### src/rtl/eth_hdr_write_ctrl.sv
// Single-shot Ethernet header issuer: captures dest/src MAC and EtherType when the sink is ready, then holds them with hdr_valid.
// Optional macro ETH_HDR_REARM_EN lets a second hdr_ready in DONE return to IDLE for another capture.

module eth_hdr_addr_add (
  input  logic [31:0] base_i,
  input  logic [31:0] offset_i,
  output logic [31:0] sum_o
);
  assign sum_o = base_i + offset_i;
endmodule

module eth_hdr_reg_store #(
  parameter int W = 8
) (
  input  logic          clk,
  input  logic          rst,
  input  logic          wen_i,
  input  logic [31:0]   addr_i,
  input  logic [W-1:0]  wdata_i,
  output logic [W-1:0]  rdata_o
);
  logic [W-1:0] data_q;
  logic [W-1:0] data_d;

  // Single entry: only address 0 is backed by storage.
  always_comb begin
    data_d = data_q;
    if (wen_i && (addr_i == 32'd0)) data_d = wdata_i;
  end

  always_ff @(posedge clk) begin
    if (rst) data_q <= '0;
    else     data_q <= data_d;
  end

  assign rdata_o = data_q;
endmodule

module eth_hdr_write_ctrl #(
  parameter int MAC_W  = 48,
  parameter int TYPE_W = 16,
  parameter int DATA_W = 8
) (
  input  logic              clk,
  input  logic              rst,
  input  logic [MAC_W-1:0]  arg_0_out_data,
  input  logic [MAC_W-1:0]  arg_1_out_data,
  input  logic [TYPE_W-1:0] arg_2_out_data,
  input  logic              arg_3_busy,
  input  logic              arg_3_s_eth_hdr_ready,
  input  logic              arg_3_s_eth_payload_axis_tready,
  output logic              arg_3_s_eth_hdr_valid,
  output logic [MAC_W-1:0]  arg_3_s_eth_dest_mac,
  output logic [MAC_W-1:0]  arg_3_s_eth_src_mac,
  output logic [TYPE_W-1:0] arg_3_s_eth_type,
  output logic [DATA_W-1:0] arg_3_s_eth_payload_axis_tdata,
  output logic              arg_3_s_eth_payload_axis_tlast,
  output logic              arg_3_s_eth_payload_axis_tuser,
  output logic              arg_3_s_eth_payload_axis_tvalid,
  output logic              arg_3_m_axis_tready,
  output logic              valid
);

  typedef enum logic {
    IDLE = 1'b0,
    DONE = 1'b1
  } state_t;

  state_t      state_q;
  state_t      state_d;
  logic        cap_wen;
  logic        hdr_valid_d;
  logic [31:0] dest_addr;
  logic [31:0] src_addr;
  logic [31:0] type_addr;
  logic        unused_ok;

  // Busy and payload tready have no influence on a header-only issue.
  assign unused_ok = ^{arg_3_busy, arg_3_s_eth_payload_axis_tready};

  always_ff @(posedge clk) begin
    if (rst) state_q <= IDLE;
    else     state_q <= state_d;
  end

  always_comb begin
    state_d     = state_q;
    cap_wen     = 1'b0;
    hdr_valid_d = 1'b0;
    unique case (state_q)
      IDLE: begin
        if (arg_3_s_eth_hdr_ready) begin
          cap_wen = 1'b1;
          state_d = DONE;
        end
      end
      DONE: begin
        hdr_valid_d = 1'b1;
`ifdef ETH_HDR_REARM_EN
        if (arg_3_s_eth_hdr_ready) state_d = IDLE;
`endif
      end
      default: state_d = IDLE;
    endcase
  end

  eth_hdr_addr_add u_dest_addr (.base_i(32'd0), .offset_i(32'd0), .sum_o(dest_addr));
  eth_hdr_addr_add u_src_addr  (.base_i(32'd0), .offset_i(32'd0), .sum_o(src_addr));
  eth_hdr_addr_add u_type_addr (.base_i(32'd0), .offset_i(32'd0), .sum_o(type_addr));

  eth_hdr_reg_store #(.W(MAC_W)) u_dest_store (
    .clk    (clk),
    .rst    (rst),
    .wen_i  (cap_wen),
    .addr_i (dest_addr),
    .wdata_i(arg_0_out_data),
    .rdata_o(arg_3_s_eth_dest_mac)
  );

  eth_hdr_reg_store #(.W(MAC_W)) u_src_store (
    .clk    (clk),
    .rst    (rst),
    .wen_i  (cap_wen),
    .addr_i (src_addr),
    .wdata_i(arg_1_out_data),
    .rdata_o(arg_3_s_eth_src_mac)
  );

  eth_hdr_reg_store #(.W(TYPE_W)) u_type_store (
    .clk    (clk),
    .rst    (rst),
    .wen_i  (cap_wen),
    .addr_i (type_addr),
    .wdata_i(arg_2_out_data),
    .rdata_o(arg_3_s_eth_type)
  );

  assign arg_3_s_eth_hdr_valid           = hdr_valid_d;
  assign valid                           = hdr_valid_d;
  assign arg_3_s_eth_payload_axis_tdata  = '0;
  assign arg_3_s_eth_payload_axis_tlast  = 1'b0;
  assign arg_3_s_eth_payload_axis_tuser  = 1'b0;
  assign arg_3_s_eth_payload_axis_tvalid = 1'b0;
  assign arg_3_m_axis_tready             = 1'b0;

endmodule

### config.mk
export PLATFORM = sky130hd
export DESIGN_NAME = eth_hdr_write_ctrl
export DESIGN_NICKNAME = d
export VERILOG_FILES = /design/src/rtl/eth_hdr_write_ctrl.sv
export SDC_FILE = /design/constraint.sdc
export NUM_CORES = 1
export LEC_CHECK = 0
export ABC_CLOCK_PERIOD_IN_PS = 2350
export CAP_MARGIN = 20
export CORE_UTILIZATION = 46
export CTS_BUF_LIST = sky130_fd_sc_hd__clkbuf_4
export DETAILED_ROUTE_END_ITERATION = 12
export PLACE_DENSITY = 0.88
export SLEW_MARGIN = 15
export SYNTH_ARGS = -nofsm -noshare
export SYNTH_HDL_FRONTEND = slang
export SYNTH_SLANG_ARGS = --single-unit
export TNS_END_PERCENT = 50
### constraint.sdc
create_clock -name clk -period 2.35 [get_ports clk]
set_clock_uncertainty 0.05 [all_clocks]
set_input_delay 0.47 -clock clk [delete_from_list [all_inputs] [get_ports clk]]
set_output_delay 0.47 -clock clk [all_outputs]
set_load 0.02 [all_outputs]
* Yosys cells after proc, flatten, opt, wreduce, memory -nomap -nowiden *
Index checks and enable logic that the tools add are counted.

word-level totals
  logic and storage cells = 8
  output and inout bits = 126
  bits of input ports = 117
  register bits = 113

cells by class
  mux-type cells = 4

operators with widths
  kind    count
  $mux 1  4

* Longest topological paths before layout *
  depth after elaboration = 2
  gate-level depth with buffers = 5
  gate-level depth less buffers = 2

* Modules after synthesis *
A second synthesis with hierarchy kept.

unflattened totals
  cell total of the unflattened synthesis = 1273
  area total of the unflattened synthesis = 10368.7 um^2

by module, submodules not included
  module                                 sequential area each (um^2)  times used  cells an instance  area each (um^2)
  eth_hdr_reg_store at u_dest_store ...  960.9                        2           242                2163.3
  eth_hdr_addr_add at u_src_addr         0.0                          1           240                1783.0
  eth_hdr_addr_add at u_dest_addr        0.0                          1           241                1744.2
  eth_hdr_addr_add at u_type_addr        0.0                          1           202                1498.9
  eth_hdr_reg_store at u_type_store      320.3                        1           89                 878.3
  eth_hdr_write_ctrl                     20.0                         1           17                 137.6

* Worst setup path before layout *
Ideal clock, no wire load.

  path kind = flip-flop to output port
  start = reg state_q
  end = out valid
  data arrival time = 0.761 ns
  cell stages (with the launch flop) = 2
  data required time = 1.830 ns
  setup slack = 1.069 ns
  path buffers = 1
  path through = dfxtp_1 buf_4

on the way
  word-level cells in the longest chain between the ends = 1

RTL lines
  what                    line  RTL
  start, declared         69    state_t state_q;
  start signal, assigned  83    else state_q <= state_d;
  $mux 1                  90    unique case (state_q)
  end, declared           61    output logic valid

No other way between the ends.

* Worst setup path in the final report *
  start = reg state_q
  end = out arg_3_s_eth_hdr_valid

on the way
  word-level cells in the longest chain between the ends = 1

RTL lines
  what           line  RTL
  $mux 1         90
  end, declared  52    output logic arg_3_s_eth_hdr_valid,

No other way between the ends.

==> impl_metrics.tcl <==
set metrics [dict create \
    hold_violations 0 \
    max_freq_mhz 495 \
    syn2layout_area_growth_pct 46.8 \
    antenna_cells 0 \
    antenna_found_initial 0 \
    start_util_pct 47.7 \
    fillCellCount 822 \
    async_reset_ff_share_pct 0 \
    crit_slowest_cell "clkdlybuf4s50_1" \
    synthFlopType "dfxtp_1" \
    avgSynthCellArea_um2 9.90 \
    grt_pass1_vias 4545 \
    layout_min_cycle_time_ps 2020 \
    final_nets 836 \
    io_pins 243 \
    fin_crit_sh_pct 86.0 \
    dieArea_mm2 0.0118 \
    synthTopCellsByCount "dfxtp_1 (113), nand2b_1 (112), nand4bb_1 (112)" \
    clk_pin_slew_ps 100 \
    hpwl_um 9170 \
    crit_buf_inv 1 \
    worstPathMaxFanout 6 \
    synth.ff_latch_count 113 \
    path_cells "clkdlybuf4s50_1" \
    grt_max_degree 114 \
    regArea_mm2 0.00226 \
    drt_iter0_drc 260 \
    required_ps 1830 \
    syn_area_mm2 0.00522 \
    synthCells 527 \
    synth_area_leader_cell "dfxtp_1" \
    multi_input_area_mm2 0.00259 \
    hold_path.class "reg2reg" \
    die-height_um 108 \
    htreeDepth 4 \
    cts_tree "yes" \
    critPathCaptureType "output port" \
    rows 38 \
    cp-start-kind "register" \
    ctsHoldBuffers 0 \
    setup_viol_count_final 0 \
    cts_sinks 113 \
    status "complete, no violations" \
    critPathKind "reg2out" \
    drt_first_pass_iters 4 \
    wl_um 14000 \
    numCtsBuffers 17 \
    worst_slew_pin_slew_ps 711 \
    synth_top_area_share_pct 43.4 \
    portBuffers 228 \
    die_width_um 108 \
    critical_path.top_delay_family "buffers and inverters" \
    vias_per_cell 5.26 \
    clock_latency_ps 490 \
    seq_area_frac_synth_pct 43.4 \
    route.detailed.drc 0 \
    worstPathArrival_ps 1500 \
    post_cts_buffers 0 \
    grt_pass1_wl_um 21600 \
    gr-total-overflow 0 \
    vias 4583 \
    gp_congestion 0.720 \
    cts-root-buf "clkbuf_4" \
    ir_drop_mv 0.294 \
    max_cap_viol_count 0 \
    synth_edf_count 0 \
    tns_ps 0 \
    slowest_delay_ps 620 \
    final_layout_size_suffix_gt1_share_pct 5.20 \
    power.density_mw_per_mm2 577 \
    ant_nets 0 \
    netlist_top_cells_area "dfxtp_1 (43%), nand4bb_1 (24%), nand2b_1 (13%), o21ai_1 (11%), buf_4 (3.5%)" \
    synth_most_common_cell "dfxtp_1" \
    hold_slack_ps 416 \
    cts_resized 0 \
    clock_path_buffers 2 \
    slew_headroom_pct 52.6 \
    synth.distinct_cells 14 \
    power.leakage_nw 2.60 \
    gr-usage-all-layers_pct 23.3 \
    rsz0062_at_grt "false" \
    wl_per_cell_um 16.1 \
    ys.warnings.count 0 \
    core_mm2 0.0109 \
    slew_violations 0 \
]
cell type report:
cell class / count / share of cell area, %
clock buffer: 21 / 2.06
clock inverter: 10 / 1.23
multi-input combinational: 351 / 33.8
sequential: 113 / 29.6
tap: 140 / 2.29
timing repair buffer: 236 / 31.0
layer usage:
layer  share of wire (%)  vias to the layer above  GRT usage (%)  routed length, µm
li1                    -                     2241              -                  -
met4                 1.6                        0           7.63                231
met5                   0                        -              0                  0
met1                  42                     2162           26.7               5840
met2                  48                      161           39.6               6730
met3                 8.8                       19           9.10               1230
metrics by stage:
stage | cell area [µm²] | instances | total power [mW] | setup slack (ps) | utilization [%]
6_report | 7650 | 871 | 4.42 | 329 | 70.0
5_1_grt | 7650 | 871 | 4.61 | 231 | 70.0
3_5_place_dp | 7400 | 840 | 3.12 | 533 | 67.7
4_1_cts | 7650 | 871 | 4.46 | 271 | 70.0
2_1_floorplan | 5260 | 538 | 2.65 | 1070 | -
3_3_place_gp | 7400 | 840 | 3.09 | 613 | 67.7
flip-flops by register name, summed over array words and instances (netlist names):
name                  count
u_dest_store.rdata_o     48
u_src_store.rdata_o      48
u_type_store.rdata_o     16
state_q                   1
power by group:
| part | internal [mW] | switching, mW |
|---|---|---|
| combinational | 0.533 | 0.449 |
| sequential | 2.03 | 0.0638 |
| clock | 0.651 | 0.689 |
| total | 3.22 | 1.20 |
kinds of logic (layout without fill, tap and decap cells):
family                 after synthesis  count (layout)  synth area share [%]
flip-flops                         113             113                  43.4
AO/OA/AOI/OAI                      112             112                  10.7
buffers and inverters               74             267                  7.77
AND/OR/NAND/NOR                    227             227                  38.0
other                                1              12                0.0719
layout by cell type, fill, tap and decap left out:
master           netlist  layout
buf_12                 0       3
buf_4                 24       7
bufinv_16              0       2
clkbuf_4               0      21
clkdlybuf4s50_1        0     226
clkinv_1               0       5
clkinv_2               0       3
conb_1                 1      12
dfxtp_1              113     112
dfxtp_2                0       1
nand2b_1             112     112
nand4bb_1            112     112
nor2_1                 2       2
nor2b_4                1       1
o21ai_0                2       2
o21ai_1              110     110
worst paths after layout:
kind                                    to  cells after the start                     start  slack (ps)
setup / recovery     arg_3_s_eth_hdr_valid                      1                   state_q         330
setup reg to reg   u_src_store.rdata_o[23]                      4                   state_q         540
hold reg to reg   u_dest_store.rdata_o[40]                      2  u_dest_store.rdata_o[40]         420
hold / removal    u_dest_store.rdata_o[40]                      2  u_dest_store.rdata_o[40]         420
No activity file was read; power rests on OpenSTA's default activity.
